File: config.mk
export PLATFORM = sky130hd
export DESIGN_NAME = demux_scan_ctrl_flat
export DESIGN_NICKNAME = d
export VERILOG_FILES = /design/src/rtl/demux_scan_ctrl_if.sv /design/src/rtl/demux_scan_ctrl.sv /design/src/flat_wrapper.sv
export SDC_FILE = /design/constraint.sdc
export NUM_CORES = 1
export LEC_CHECK = 0
export CAP_MARGIN = 20
export CORE_UTILIZATION = 50
export DETAILED_ROUTE_END_ITERATION = 16
export HOLD_SLACK_MARGIN = 0.02
export PLACE_DENSITY = 0.72
export SKIP_CTS_REPAIR_TIMING = 1
export SYNTH_ARGS = -nofsm -noshare
export SYNTH_HDL_FRONTEND = slang
export SYNTH_SLANG_ARGS = --single-unit
File: constraint.sdc
create_clock -name clk -period 2.25 [get_ports clk]
set_clock_uncertainty 0.05 [all_clocks]
set_input_delay 0.45 -clock clk [delete_from_list [all_inputs] [get_ports clk]]
set_output_delay 0.45 -clock clk [all_outputs]
set_load 0.05 [all_outputs]
File: src/rtl/demux_scan_ctrl_if.sv
// -----------------------------------------------------------------------------
// demux_scan_ctrl_if
// Bundles the request side and the demux-facing side of the scan sequencer.
//
// Signals
//   start      request pulse (master -> slave)
//   abort      terminate scan, return to idle without done (master -> slave)
//   mask       channels to visit, latched on accepted start (master -> slave)
//   dwell      cycles per channel minus 1, latched on accepted start
//   cont       continuous-mode request, latched on accepted start
//   data_in    bit to route through the demux
//   sel        demux select (slave -> master / demux)
//   dout       demux data input, data_in gated by chan_valid
//   chan_valid high while a channel is being driven
//   step       pulses on the first cycle of each channel
//   busy       high while scanning
//   done       one-cycle completion pulse
//
// Modports
//   master : the requester, drives controls and observes status
//   slave  : demux_scan_ctrl
// -----------------------------------------------------------------------------
interface demux_scan_ctrl_if #(
  parameter int N_CH    = 8,
  parameter int SEL_W   = 3,
  parameter int DWELL_W = 4
);
  logic               start;
  logic               abort;
  logic [N_CH-1:0]    mask;
  logic [DWELL_W-1:0] dwell;
  logic               cont;
  logic               data_in;
  logic [SEL_W-1:0]   sel;
  logic               dout;
  logic               chan_valid;
  logic               step;
  logic               busy;
  logic               done;

  modport master (
    output start, abort, mask, dwell, cont, data_in,
    input  sel, dout, chan_valid, step, busy, done
  );

  modport slave (
    input  start, abort, mask, dwell, cont, data_in,
    output sel, dout, chan_valid, step, busy, done
  );
endinterface

File: src/rtl/demux_scan_ctrl.sv
// -----------------------------------------------------------------------------
// demux_scan_ctrl
// Sequencer feeding a 1-to-N_CH demultiplexer. On start it latches a channel
// mask and dwell time, then walks the set bits of the mask from lowest to
// highest, holding each channel for dwell+1 cycles, and finishes with a
// one-cycle done pulse. abort returns to IDLE without done.
//
// Ports
//   clk    rising-edge clock
//   rst_n  asynchronous active-low reset
//   bus    demux_scan_ctrl_if.slave (start/abort/mask/dwell/cont/data_in in,
//          sel/dout/chan_valid/step/busy/done out)
//
// Optional feature
//   DEMUX_SCAN_REPEAT_EN : when defined, a scan started with cont=1 wraps from
//   the highest set channel back to the lowest and never reaches DONE.
//   When undefined, cont is ignored and no cont latch exists.
//
// dout is the only combinational output (data_in & chan_valid); everything
// else is registered.
// -----------------------------------------------------------------------------
module demux_scan_ctrl #(
  parameter int N_CH    = 8,
  parameter int SEL_W   = 3,
  parameter int DWELL_W = 4
) (
  input  logic              clk,
  input  logic              rst_n,
  demux_scan_ctrl_if.slave  bus
);

  typedef enum logic [1:0] {
    IDLE = 2'd0,
    SCAN = 2'd1,
    DONE = 2'd2
  } state_t;

  state_t             state_reg;
  logic [N_CH-1:0]    mask_reg;
  logic [DWELL_W-1:0] dwell_reg;
  logic [DWELL_W-1:0] cnt_reg;
  logic [SEL_W-1:0]   sel_reg;
  logic               chan_valid_reg;
  logic               step_reg;
  logic               busy_reg;
  logic               done_reg;

  logic [SEL_W-1:0]   start_sel;   // lowest set bit of incoming mask
  logic [SEL_W-1:0]   first_sel;   // lowest set bit of latched mask
  logic [SEL_W-1:0]   next_sel;    // lowest latched bit above current sel
  logic               next_found;
  logic               wrap;        // continuous mode active for this scan

  // Descending loops so the last hit (the lowest qualifying index) wins.
  always_comb begin
    start_sel = '0;
    for (int i = N_CH - 1; i >= 0; i--) begin
      if (bus.mask[i]) start_sel = SEL_W'(i);
    end
  end

  always_comb begin
    first_sel = '0;
    for (int i = N_CH - 1; i >= 0; i--) begin
      if (mask_reg[i]) first_sel = SEL_W'(i);
    end
  end

  always_comb begin
    next_sel   = '0;
    next_found = 1'b0;
    for (int i = N_CH - 1; i >= 0; i--) begin
      if (mask_reg[i] && (SEL_W'(i) > sel_reg)) begin
        next_sel   = SEL_W'(i);
        next_found = 1'b1;
      end
    end
  end

`ifdef DEMUX_SCAN_REPEAT_EN
  logic cont_reg;

  always_ff @(posedge clk or negedge rst_n) begin
    if (!rst_n) begin
      cont_reg <= 1'b0;
    end else if (state_reg == IDLE && !bus.abort && bus.start && (bus.mask != '0)) begin
      cont_reg <= bus.cont;
    end
  end

  assign wrap = cont_reg;
`else
  logic unused_cont;
  assign unused_cont = bus.cont;
  assign wrap        = 1'b0;
`endif

  always_ff @(posedge clk or negedge rst_n) begin
    if (!rst_n) begin
      state_reg      <= IDLE;
      mask_reg       <= '0;
      dwell_reg      <= '0;
      cnt_reg        <= '0;
      sel_reg        <= '0;
      chan_valid_reg <= 1'b0;
      step_reg       <= 1'b0;
      busy_reg       <= 1'b0;
      done_reg       <= 1'b0;
    end else begin
      case (state_reg)
        IDLE: begin
          step_reg <= 1'b0;
          done_reg <= 1'b0;
          if (bus.abort) begin
            state_reg <= IDLE;
          end else if (bus.start) begin
            if (bus.mask != '0) begin
              mask_reg       <= bus.mask;
              dwell_reg      <= bus.dwell;
              cnt_reg        <= bus.dwell;
              sel_reg        <= start_sel;
              state_reg      <= SCAN;
              busy_reg       <= 1'b1;
              chan_valid_reg <= 1'b1;
              step_reg       <= 1'b1;
            end else begin
              // Empty mask: nothing to drive, report completion at once.
              state_reg <= DONE;
              done_reg  <= 1'b1;
            end
          end
        end

        SCAN: begin
          if (bus.abort) begin
            state_reg      <= IDLE;
            busy_reg       <= 1'b0;
            chan_valid_reg <= 1'b0;
            step_reg       <= 1'b0;
            done_reg       <= 1'b0;
          end else if (cnt_reg != '0) begin
            cnt_reg  <= cnt_reg - 1'b1;
            step_reg <= 1'b0;
          end else if (next_found) begin
            sel_reg  <= next_sel;
            cnt_reg  <= dwell_reg;
            step_reg <= 1'b1;
          end else if (wrap) begin
            sel_reg  <= first_sel;
            cnt_reg  <= dwell_reg;
            step_reg <= 1'b1;
          end else begin
            state_reg      <= DONE;
            busy_reg       <= 1'b0;
            chan_valid_reg <= 1'b0;
            step_reg       <= 1'b0;
            done_reg       <= 1'b1;
          end
        end

        DONE: begin
          // Abort here lands in IDLE too; either way done lasts one cycle.
          state_reg <= IDLE;
          done_reg  <= 1'b0;
        end

        default: begin
          state_reg      <= IDLE;
          busy_reg       <= 1'b0;
          chan_valid_reg <= 1'b0;
          step_reg       <= 1'b0;
          done_reg       <= 1'b0;
        end
      endcase
    end
  end

  assign bus.sel        = sel_reg;
  assign bus.chan_valid = chan_valid_reg;
  assign bus.step       = step_reg;
  assign bus.busy       = busy_reg;
  assign bus.done       = done_reg;
  assign bus.dout       = bus.data_in & chan_valid_reg;

endmodule

File: src/flat_wrapper.sv
// flat-port wrapper written by rule: the top's interface ports become plain ports
module demux_scan_ctrl_flat 
#(
  parameter int N_CH    = 8,
  parameter int SEL_W   = 3,
  parameter int DWELL_W = 4
)
  (clk, rst_n, bus_start, bus_abort, bus_mask, bus_dwell, bus_cont, bus_data_in, bus_sel, bus_dout, bus_chan_valid, bus_step, bus_busy, bus_done);
  demux_scan_ctrl_if #(.N_CH(N_CH), .SEL_W(SEL_W), .DWELL_W(DWELL_W)) bus_i ();
  input  logic clk;
  input  logic rst_n;
  input wire logic [$bits(bus_i.start)-1:0] bus_start;
  input wire logic [$bits(bus_i.abort)-1:0] bus_abort;
  input wire logic [$bits(bus_i.mask)-1:0] bus_mask;
  input wire logic [$bits(bus_i.dwell)-1:0] bus_dwell;
  input wire logic [$bits(bus_i.cont)-1:0] bus_cont;
  input wire logic [$bits(bus_i.data_in)-1:0] bus_data_in;
  output wire logic [$bits(bus_i.sel)-1:0] bus_sel;
  output wire logic [$bits(bus_i.dout)-1:0] bus_dout;
  output wire logic [$bits(bus_i.chan_valid)-1:0] bus_chan_valid;
  output wire logic [$bits(bus_i.step)-1:0] bus_step;
  output wire logic [$bits(bus_i.busy)-1:0] bus_busy;
  output wire logic [$bits(bus_i.done)-1:0] bus_done;
  assign bus_i.start = bus_start;
  assign bus_i.abort = bus_abort;
  assign bus_i.mask = bus_mask;
  assign bus_i.dwell = bus_dwell;
  assign bus_i.cont = bus_cont;
  assign bus_i.data_in = bus_data_in;
  assign bus_sel = bus_i.sel;
  assign bus_dout = bus_i.dout;
  assign bus_chan_valid = bus_i.chan_valid;
  assign bus_step = bus_i.step;
  assign bus_busy = bus_i.busy;
  assign bus_done = bus_i.done;
  demux_scan_ctrl #(.N_CH(N_CH), .SEL_W(SEL_W), .DWELL_W(DWELL_W)) u_core (.clk(clk), .rst_n(rst_n), .bus(bus_i));
endmodule
==> results of run 1 <==
==> worst min path at each step <==
| stage | start | endpoint | cells after the start | slack [ns] |
|---|---|---|---|---|
| 2_1_floorplan | rst_n | u_core.bus.chan_valid | 0 | 0.10 |
| 3_3_place_gp | u_core.dwell_reg[2] | u_core.dwell_reg[2] | 1 | 0.41 |
| 3_5_place_dp | u_core.dwell_reg[0] | u_core.dwell_reg[0] | 1 | 0.43 |
| 4_1_cts | rst_n | u_core.mask_reg[2] | 2 | 0.43 |
| 5_1_grt | rst_n | u_core.dwell_reg[1] | 2 | 0.43 |
| 6_report | rst_n | u_core.mask_reg[2] | 2 | 0.43 |
==> kinds of logic (layout without fill, tap and decap cells) <==
group | after synthesis | in the layout
AND/OR/NAND/NOR | 44 | 44
multiplexers | 17 | 17
flip-flops | 23 | 23
buffers and inverters | 14 | 56
adder cells (fa/ha/maj) | 1 | 1
AO/OA/AOI/OAI | 44 | 44
==> per-layer routing <==
metal	GRT usage [%]	part of all wire (%)	wire length (um)	vias up
met5	0	0	0	-
met4	8.01	1.6	54	0
met3	2.76	3.1	102	8
met2	39.8	53	1750	23
met1	27.7	43	1420	616
li1	-	-	-	607
==> stage by stage <==
| step | hold slack (ns) | util [%] | cell area, sq um | std cells | setup TNS, ns |
|---|---|---|---|---|---|
| finish | 0.430 | 69.2 | 1920 | 216 | 0 |
| CTS | 0.428 | 68.6 | 1910 | 216 | 0 |
| floorplan | 0.104 | - | 1490 | 143 | 0 |
| global placement | 0.415 | 67.7 | 1880 | 212 | -3.38 |
| detailed placement | 0.430 | 67.7 | 1880 | 212 | -4.46 |
| global route | 0.433 | 69.2 | 1920 | 216 | 0 |
==> worst max-delay path: cells and delay by family <==
family          cells  cell delay [ns]
simple gates        3             0.72
mux                 1             0.33
compound gates      1             0.32
buf+inv             1             0.46
==> Yosys cell counts (2+ instances only) <==
library cell / number / area, sq um
mux2_1: 11 / 124
a21oi_1: 11 / 55.1
o31ai_1: 4 / 30.0
mux2i_1: 2 / 20.0
o2bb2ai_1: 2 / 17.5
o311ai_0: 2 / 17.5
nor2_1: 10 / 37.5
inv_1: 9 / 33.8
nand2_1: 7 / 26.3
mux2_4: 4 / 60.1
nand2b_1: 5 / 31.3
dfrtp_1: 23 / 576
a31oi_1: 2 / 12.5
o21ai_1: 2 / 10.0
nand3_1: 2 / 10.0
nor4_4: 2 / 42.5
and2_1: 4 / 25.0
nand3_2: 2 / 20.0
nor3_1: 4 / 20.0
buf_2: 2 / 10.0
o21ai_0: 5 / 25.0
nor2b_1: 5 / 31.3
a21o_1: 3 / 22.5
==> cell usage in the layout (no fill, tap or decap), types with 3 or more instances in the layout <==
| master | count |
|---|---|
| nor2b_1 | 5 |
| a21o_1 | 3 |
| and2_1 | 3 |
| dfrtp_1 | 23 |
| mux2_1 | 11 |
| clkdlybuf4s50_1 | 17 |
| mux2_4 | 4 |
| nand2_1 | 7 |
| clkbuf_4 | 3 |
| buf_4 | 20 |
| nand2b_1 | 5 |
| inv_1 | 9 |
| dlymetal6s2s_1 | 5 |
| o31ai_1 | 4 |
| nor3_1 | 4 |
| a21oi_1 | 11 |
| o21ai_0 | 5 |
| nor2_1 | 10 |
==> layout make-up <==
class                           instances  area (sq um)
Clock buffer                            3          22.5
Clock inverter                          1          5.00
Fill cell                             225           857
Inverter                                9          33.8
Multi-Input combinational cell        106           846
Sequential cell                        23           576
Tap cell                               31          38.8
Timing Repair Buffer                   43           403
==> power by group through the flow <==
stage / Combinational, mW / Clock [mW] / Sequential (mW)
3_3_place_gp: 0.928 / 0 / 0.668
4_1_cts: 0.960 / 0.200 / 0.666
6_report: 0.958 / 0.191 / 0.669
2_1_floorplan: 0.592 / 0 / 0.740
3_5_place_dp: 0.954 / 0 / 0.675
5_1_grt: 1.05 / 0.213 / 0.686
==> qor.csv, run 1 <==
stage;metric;value;unit
outcome;status;complete, no violations;
drt;num_vias;1254;
power;leakage;0.855;nW
floorplan;die_height;56.5;um
power;fin_total_pwr;1.82;mW
setup_path;crit_type;in2reg;
setup_path;critPathLaunch;bus_mask[4];
clock_tree;cts_buffers;3;
drt;via_per_inst;5.81;
setup_path;worstPathArrival;2.29;ns
drt;wire_per_inst;15.4;um
floorplan;dieArea;3190;sq um
final_layout;nNetsFinal;205;
yosys;synth_cells;143;
setup_path;worstPathCellList;clkdlybuf4s50_1 -> nor4_4 -> and2_1 -> nor2_1 -> o31ai_4 -> mux2_4;
final_layout;antenna_cells;0;
drt;drc;0;
setup_path;r2r-start;u_core.cnt_reg[0];
timing;period_minus_slack;2.13;ns
setup_path;critPathCapture;u_core.cnt_reg[1];
placement;dpl_worst_slack;-0.287;ns
yosys;synth_adder_area_share;0.842;%
placement;numPortBuffers;24;
setup_path;worst-r2r-setup-slack;0.17;ns
yosys;ys_seq_elements;23;
hold_path;hp-class;in2async;
floorplan;core;2780;sq um
yosys;synthMuxAreaShare;13.7;%
power;power_frac_seq;36.8;%
setup_path;reg2reg_to;u_core.cnt_reg[1];
global_route;overflow;0;
clock_tree;clock_sinks;23;
flow_run;cap_violations;0;
floorplan;start_util;53.4;%
timing;tightest_slew;0.619;ns
timing;setup_slack;0.118;ns
timing;fmax;0.469;GHz
final_layout;largest_reg_flops;7;
yosys;synth_xor_area_share;0;%
power;p_per_area;945;nW/um^2
timing;hold_viol_final;0;
global_route;grt_pass1_vias;1266;
setup_path;endpoint_kind;flip-flop;
global_route;grt_use_total;22.4;%
yosys;yosys.area_share.simple;18.8;%
setup_path;critical_path.max_fanout;4;
final_layout;drive_above_1_share;22.2;%
drt;ant_nets;0;
yosys;syn_area_per_cell;10.4;sq um
clock_tree;cts.clk_slew.worst_paths;0.13;ns
global_route;antenna_found_initial;0;
yosys;synthFlopType;dfrtp_1;
drt;drt-total-wl;3.33;mm
power;clockPowerShare;10.5;%
drt;first_pass_iters;4;
power;ir_drop;0.000933;V
yosys;async_flop_share;100;%
power;cellInternalPower;1.02;mW
placement;hpwl;2.61;mm
global_route;grt_max_degree;24;
setup_path;slowest_stage;clkdlybuf4s50_1;
drt;first_iter_violations;21;
setup_path;r2r_cells;6;
setup_path;cp.required;2.41;ns
yosys;synth_top_family_by_area;compound AO/OA/AOI/OAI gates;
clock_tree;insertion_delay;0.31;ns
floorplan;ios;26;
yosys;ys_types;43;
timing;finalCritPeriodShare;94.7;%
yosys;ys_seq_area_share;38.8;%
setup_path;worst_setup_path_start_kind;input port;
global_route;grt_pass1_wl;5.61;mm
yosys;syn-num-nets;162;
final_layout;syn2layout_area_growth;29.6;%
setup_path;slowest_delay;0.46;ns
clock_tree;cts_root_buffer;clkbuf_4;
power;pwr-share-comb;52.7;%
power;switching_share;43.7;%
yosys;synth_edf_count;0;
clock_tree;cts_max_level;1;
yosys;synth_warnings;0;
yosys;synth_compound_gate_area_share;23.4;%
timing;finalSetupViolCount;0;
yosys;netlist_area;1490;sq um
timing;rsz0062_at_grt;no;
clock_tree;cts.path.max_buffers;2;
placement;gp_congestion;0.875;
clock_tree;cts_tree;yes;
timing;relSlewSlack;58.8;%
timing;drv_slew;0;
power;power.switching;0.795;mW
floorplan;rows;19;
floorplan;die_x;56.5;um
No activity file was read; power rests on OpenSTA's default activity.
==> run 2, diff against run 1 <==
--- a/config.mk
+++ b/config.mk
@@ -6,10 +6,13 @@
 export NUM_CORES = 1
 export LEC_CHECK = 0
 export CAP_MARGIN = 20
-export CORE_UTILIZATION = 50
+export CELL_PAD_IN_SITES_DETAIL_PLACEMENT = 1
+export CELL_PAD_IN_SITES_GLOBAL_PLACEMENT = 1
+export CORE_ASPECT_RATIO = 0.75
+export CORE_UTILIZATION = 40
 export DETAILED_ROUTE_END_ITERATION = 16
 export HOLD_SLACK_MARGIN = 0.02
-export PLACE_DENSITY = 0.72
+export PLACE_DENSITY = 0.74
 export SKIP_CTS_REPAIR_TIMING = 1
 export SYNTH_ARGS = -nofsm -noshare
 export SYNTH_HDL_FRONTEND = slang
==> constraint.sdc (replaced) <==
create_clock -name clk -period 2.1 [get_ports clk]
set_clock_uncertainty 0.05 [all_clocks]
set_input_delay 0.42 -clock clk [delete_from_list [all_inputs] [get_ports clk]]
set_output_delay 0.42 -clock clk [all_outputs]
set_load 0.05 [all_outputs]
==> run 2 against run 1 <==
  * Setup slack got worse by 0.046 ns
  * Critical path depth fell by 5
  * Register-to-register slack lost 0.02 ns
  * Largest cell class unchanged
  * Clock power is 44% higher
  * Core utilization down 11 points
  * First-iteration DRC count rose to 4.7 times the previous value
  * Cell count up 11%
  * Final area is 4.4% higher
  * Critical endpoint is now bus_sel[0]
==> qor.csv, run 2 (synthesis gave the netlist of run 1 again) <==
stage;metric;value;unit;change
floorplan;start_util;43.4;%;-10 points
setup_path;endpoint_kind;primary output;;
clock_tree;cts.clk_slew.worst_paths;0.08;ns;-0.05 ns
global_route;grt_max_degree;24;;unchanged
clock_tree;cts.path.max_buffers;2;;unchanged
setup_path;slowest_delay;0.84;ns;+0.38 ns
power;cellInternalPower;1.19;mW;+16%
placement;post-place-cells;234;;+10%
clock_tree;cts_buffers;3;;unchanged
setup_path;crit_type;reg2out;;
final_layout;final_util;58.7;%;-11 points
setup_path;cp.required;1.63;ns;-0.78 ns
drt;first_iter_violations;99;;+370%
final_layout;syn2layout_area_growth;35.2;%;
setup_path;worst_setup_path_start_kind;flip-flop;;
setup_path;slowest_stage;clkdlybuf4s50_1;;
drt;drt-total-wl;4.23;mm;+27%
floorplan;ios;26;;unchanged
final_layout;antenna_cells;0;;unchanged
floorplan;rows;18;;-1
floorplan;core;3420;sq um;+23%
power;clockPowerShare;13.1;%;+2.6 points
hold_path;hp-class;reg2reg;;
global_route;grt_use_total;23.4;%;+0.95 points
timing;tightest_slew;0.557;ns;-0.0617 ns
setup_path;critPathLaunch;u_core.bus.sel[0];;
drt;ant_nets;0;;unchanged
final_layout;nNetsFinal;209;;+2.0%
floorplan;dieArea;3960;sq um;+24%
clock_tree;cts_root_buffer;clkbuf_8;;
floorplan;die_x;72.4;um;+28%
power;pwr-share-comb;51.8;%;-0.9 points
timing;relSlewSlack;62.9;%;+4.1 points
clock_tree;clock_sinks;23;;unchanged
timing;period_minus_slack;2.03;ns;
timing;rsz0062_at_grt;no;;
drt;wire_per_inst;17.7;um;+15%
timing;finalSetupViolCount;0;;unchanged
power;power_frac_seq;35.1;%;-1.7 points
global_route;grt_pass1_wl;6.87;mm;+22%
timing;worst_hold_slack;0.444;ns;+0.0141 ns
power;switching_share;43.6;%;-0.072 points
power;p_per_area;1050;nW/um^2;+11%
power;power.switching;0.918;mW;+16%
global_route;overflow;0;;unchanged
timing;finalCritPeriodShare;96.5;%;
setup_path;cp_top_family;buffers and inverters;;
clock_tree;cts_max_level;1;;unchanged
global_route;grt_pass1_vias;1371;;+8.3%
outcome;status;complete, no violations;;
drt;num_vias;1272;;+1.4%
setup_path;reg2reg_to;u_core.cnt_reg[3];;
placement;gp_congestion;0.840;;-4.0%
power;ir_drop;0.000540;V;-42%
drt;via_per_inst;5.32;;-8.3%
timing;hold_viol_final;0;;unchanged
setup_path;path_depth;1;;-5
setup_path;critPathCapture;bus_sel[0];;
setup_path;r2r_cells;5;;-1
setup_path;worstPathArrival;1.56;ns;-0.73 ns
setup_path;critical_path.max_fanout;6;;+2
flow_run;cap_violations;0;;unchanged
floorplan;die_height;54.8;um;-3.1%
final_layout;drive_above_1_share;25.4;%;+3.2 points
placement;hpwl;3.24;mm;+24%
final_layout;nFillCells;408;;+81%
setup_path;r2r-start;u_core.mask_reg[5];;
clock_tree;cts_tree;yes;;
placement;numPortBuffers;24;;unchanged
drt;drc;0;;unchanged
drt;first_pass_iters;4;;unchanged
final_layout;layout_commonest_cell;buf_4;;
timing;drv_slew;0;;unchanged
final_layout;fin_cells;239;;+11%
hold_path;whs_path_depth;1;;
final_layout;layout_common_cells;25 x buf_4, 21 x dfrtp_1, 13 x clkdlybuf4s50_1;;
setup_path;worstPathCellList;clkdlybuf4s50_1;;
setup_path;worst-r2r-setup-slack;0.15;ns;-0.02 ns
final_layout;largest_reg_flops;7;;unchanged
clock_tree;insertion_delay;0.26;ns;-0.05 ns
setup_path;crit_buf_inv;1;;unchanged
global_route;antenna_found_initial;0;;unchanged
timing;final.setup.tns;0;ns;unchanged
timing;fmax;0.493;GHz;
power;leakage;0.903;nW;+5.6%
-- run 2: cell types whose count changed in the layout (fill, tap and decap cells not counted), moves of 2 or more --
| cell | previous run | this run |
|---|---|---|
| dfrtp_1 | 23 | 21 |
| clkdlybuf4s50_1 | 17 | 13 |
| dlymetal6s2s_1 | 5 | 8 |
| clkbuf_8 | 0 | 3 |
| buf_4 | 20 | 25 |
| dfrtp_2 | 0 | 2 |
| clkbuf_4 | 3 | 0 |
-- run 2: worst reg2reg max path, cell delays in order, from the launching register on --
cell and delay (ns):
dfrtp_1 0.42, nor2b_1 0.16, o21ai_1 0.30, nand3_2 0.23, o31ai_4 0.35, mux2_4 0.33
-- run 2: how the worst min path moves through the flow --
stage                                    from                     to  slack [ns]
final                     u_core.dwell_reg[2]    u_core.dwell_reg[2]        0.44
after global routing      u_core.dwell_reg[0]    u_core.dwell_reg[0]        0.48
after CTS                 u_core.dwell_reg[1]    u_core.dwell_reg[1]        0.45
after detailed placement  u_core.dwell_reg[1]    u_core.dwell_reg[1]        0.43
after global placement    u_core.dwell_reg[2]    u_core.dwell_reg[2]        0.42
after floorplan                         rst_n  u_core.bus.chan_valid        0.07
-- run 2: per-stage QoR --
| stage | setup WS (ns) | total power [mW] | area, sq um |
|---|---|---|---|
| 2_1_floorplan | 0.0148 | 1.43 | 1490 |
| 3_3_place_gp | -0.310 | 1.75 | 1930 |
| 3_5_place_dp | -0.423 | 1.81 | 1930 |
| 4_1_cts | -0.141 | 2.10 | 1970 |
| 5_1_grt | 0.0329 | 2.24 | 2010 |
| 6_report | 0.0727 | 2.10 | 2010 |
-- run 2: final cells by class --
class / instances / area (sq um) / share of cell area [%]
inverter: 9 / 33.8 / 1.68
timing repair buffer: 47 / 438 / 21.8
tap: 50 / 62.6 / 3.12
sequential: 23 / 578 / 28.8
multi-input combinational: 106 / 851 / 42.4
clock buffer: 4 / 45.0 / 2.24
-- run 2: per-layer routing --
metal	vias to the layer above	track usage, %	wire length (um)
li1	614	-	-
met1	634	30.9	2110
met2	24	42.4	1980
met3	0	3.87	130
met4	0	1.96	0
met5	-	0	0
-- run 2: power groups by stage --
stage / combinational, mW / clock, mW / sequential (mW)
floorplan: 0.634 / 0 / 0.794
global placement: 1.03 / 0 / 0.719
detailed placement: 1.07 / 0 / 0.739
CTS: 1.09 / 0.282 / 0.732
global route: 1.18 / 0.300 / 0.757
finish: 1.09 / 0.275 / 0.739
==> run 3, diff against run 2 <==
--- a/config.mk
+++ b/config.mk
@@ -10,6 +10,7 @@
 export CELL_PAD_IN_SITES_GLOBAL_PLACEMENT = 1
 export CORE_ASPECT_RATIO = 0.75
 export CORE_UTILIZATION = 40
+export CTS_CLUSTER_SIZE = 24
 export DETAILED_ROUTE_END_ITERATION = 16
 export HOLD_SLACK_MARGIN = 0.02
 export PLACE_DENSITY = 0.74
==> results of run 3 <==
No change in the layout: final DEF, timing and power equal those of run 2.
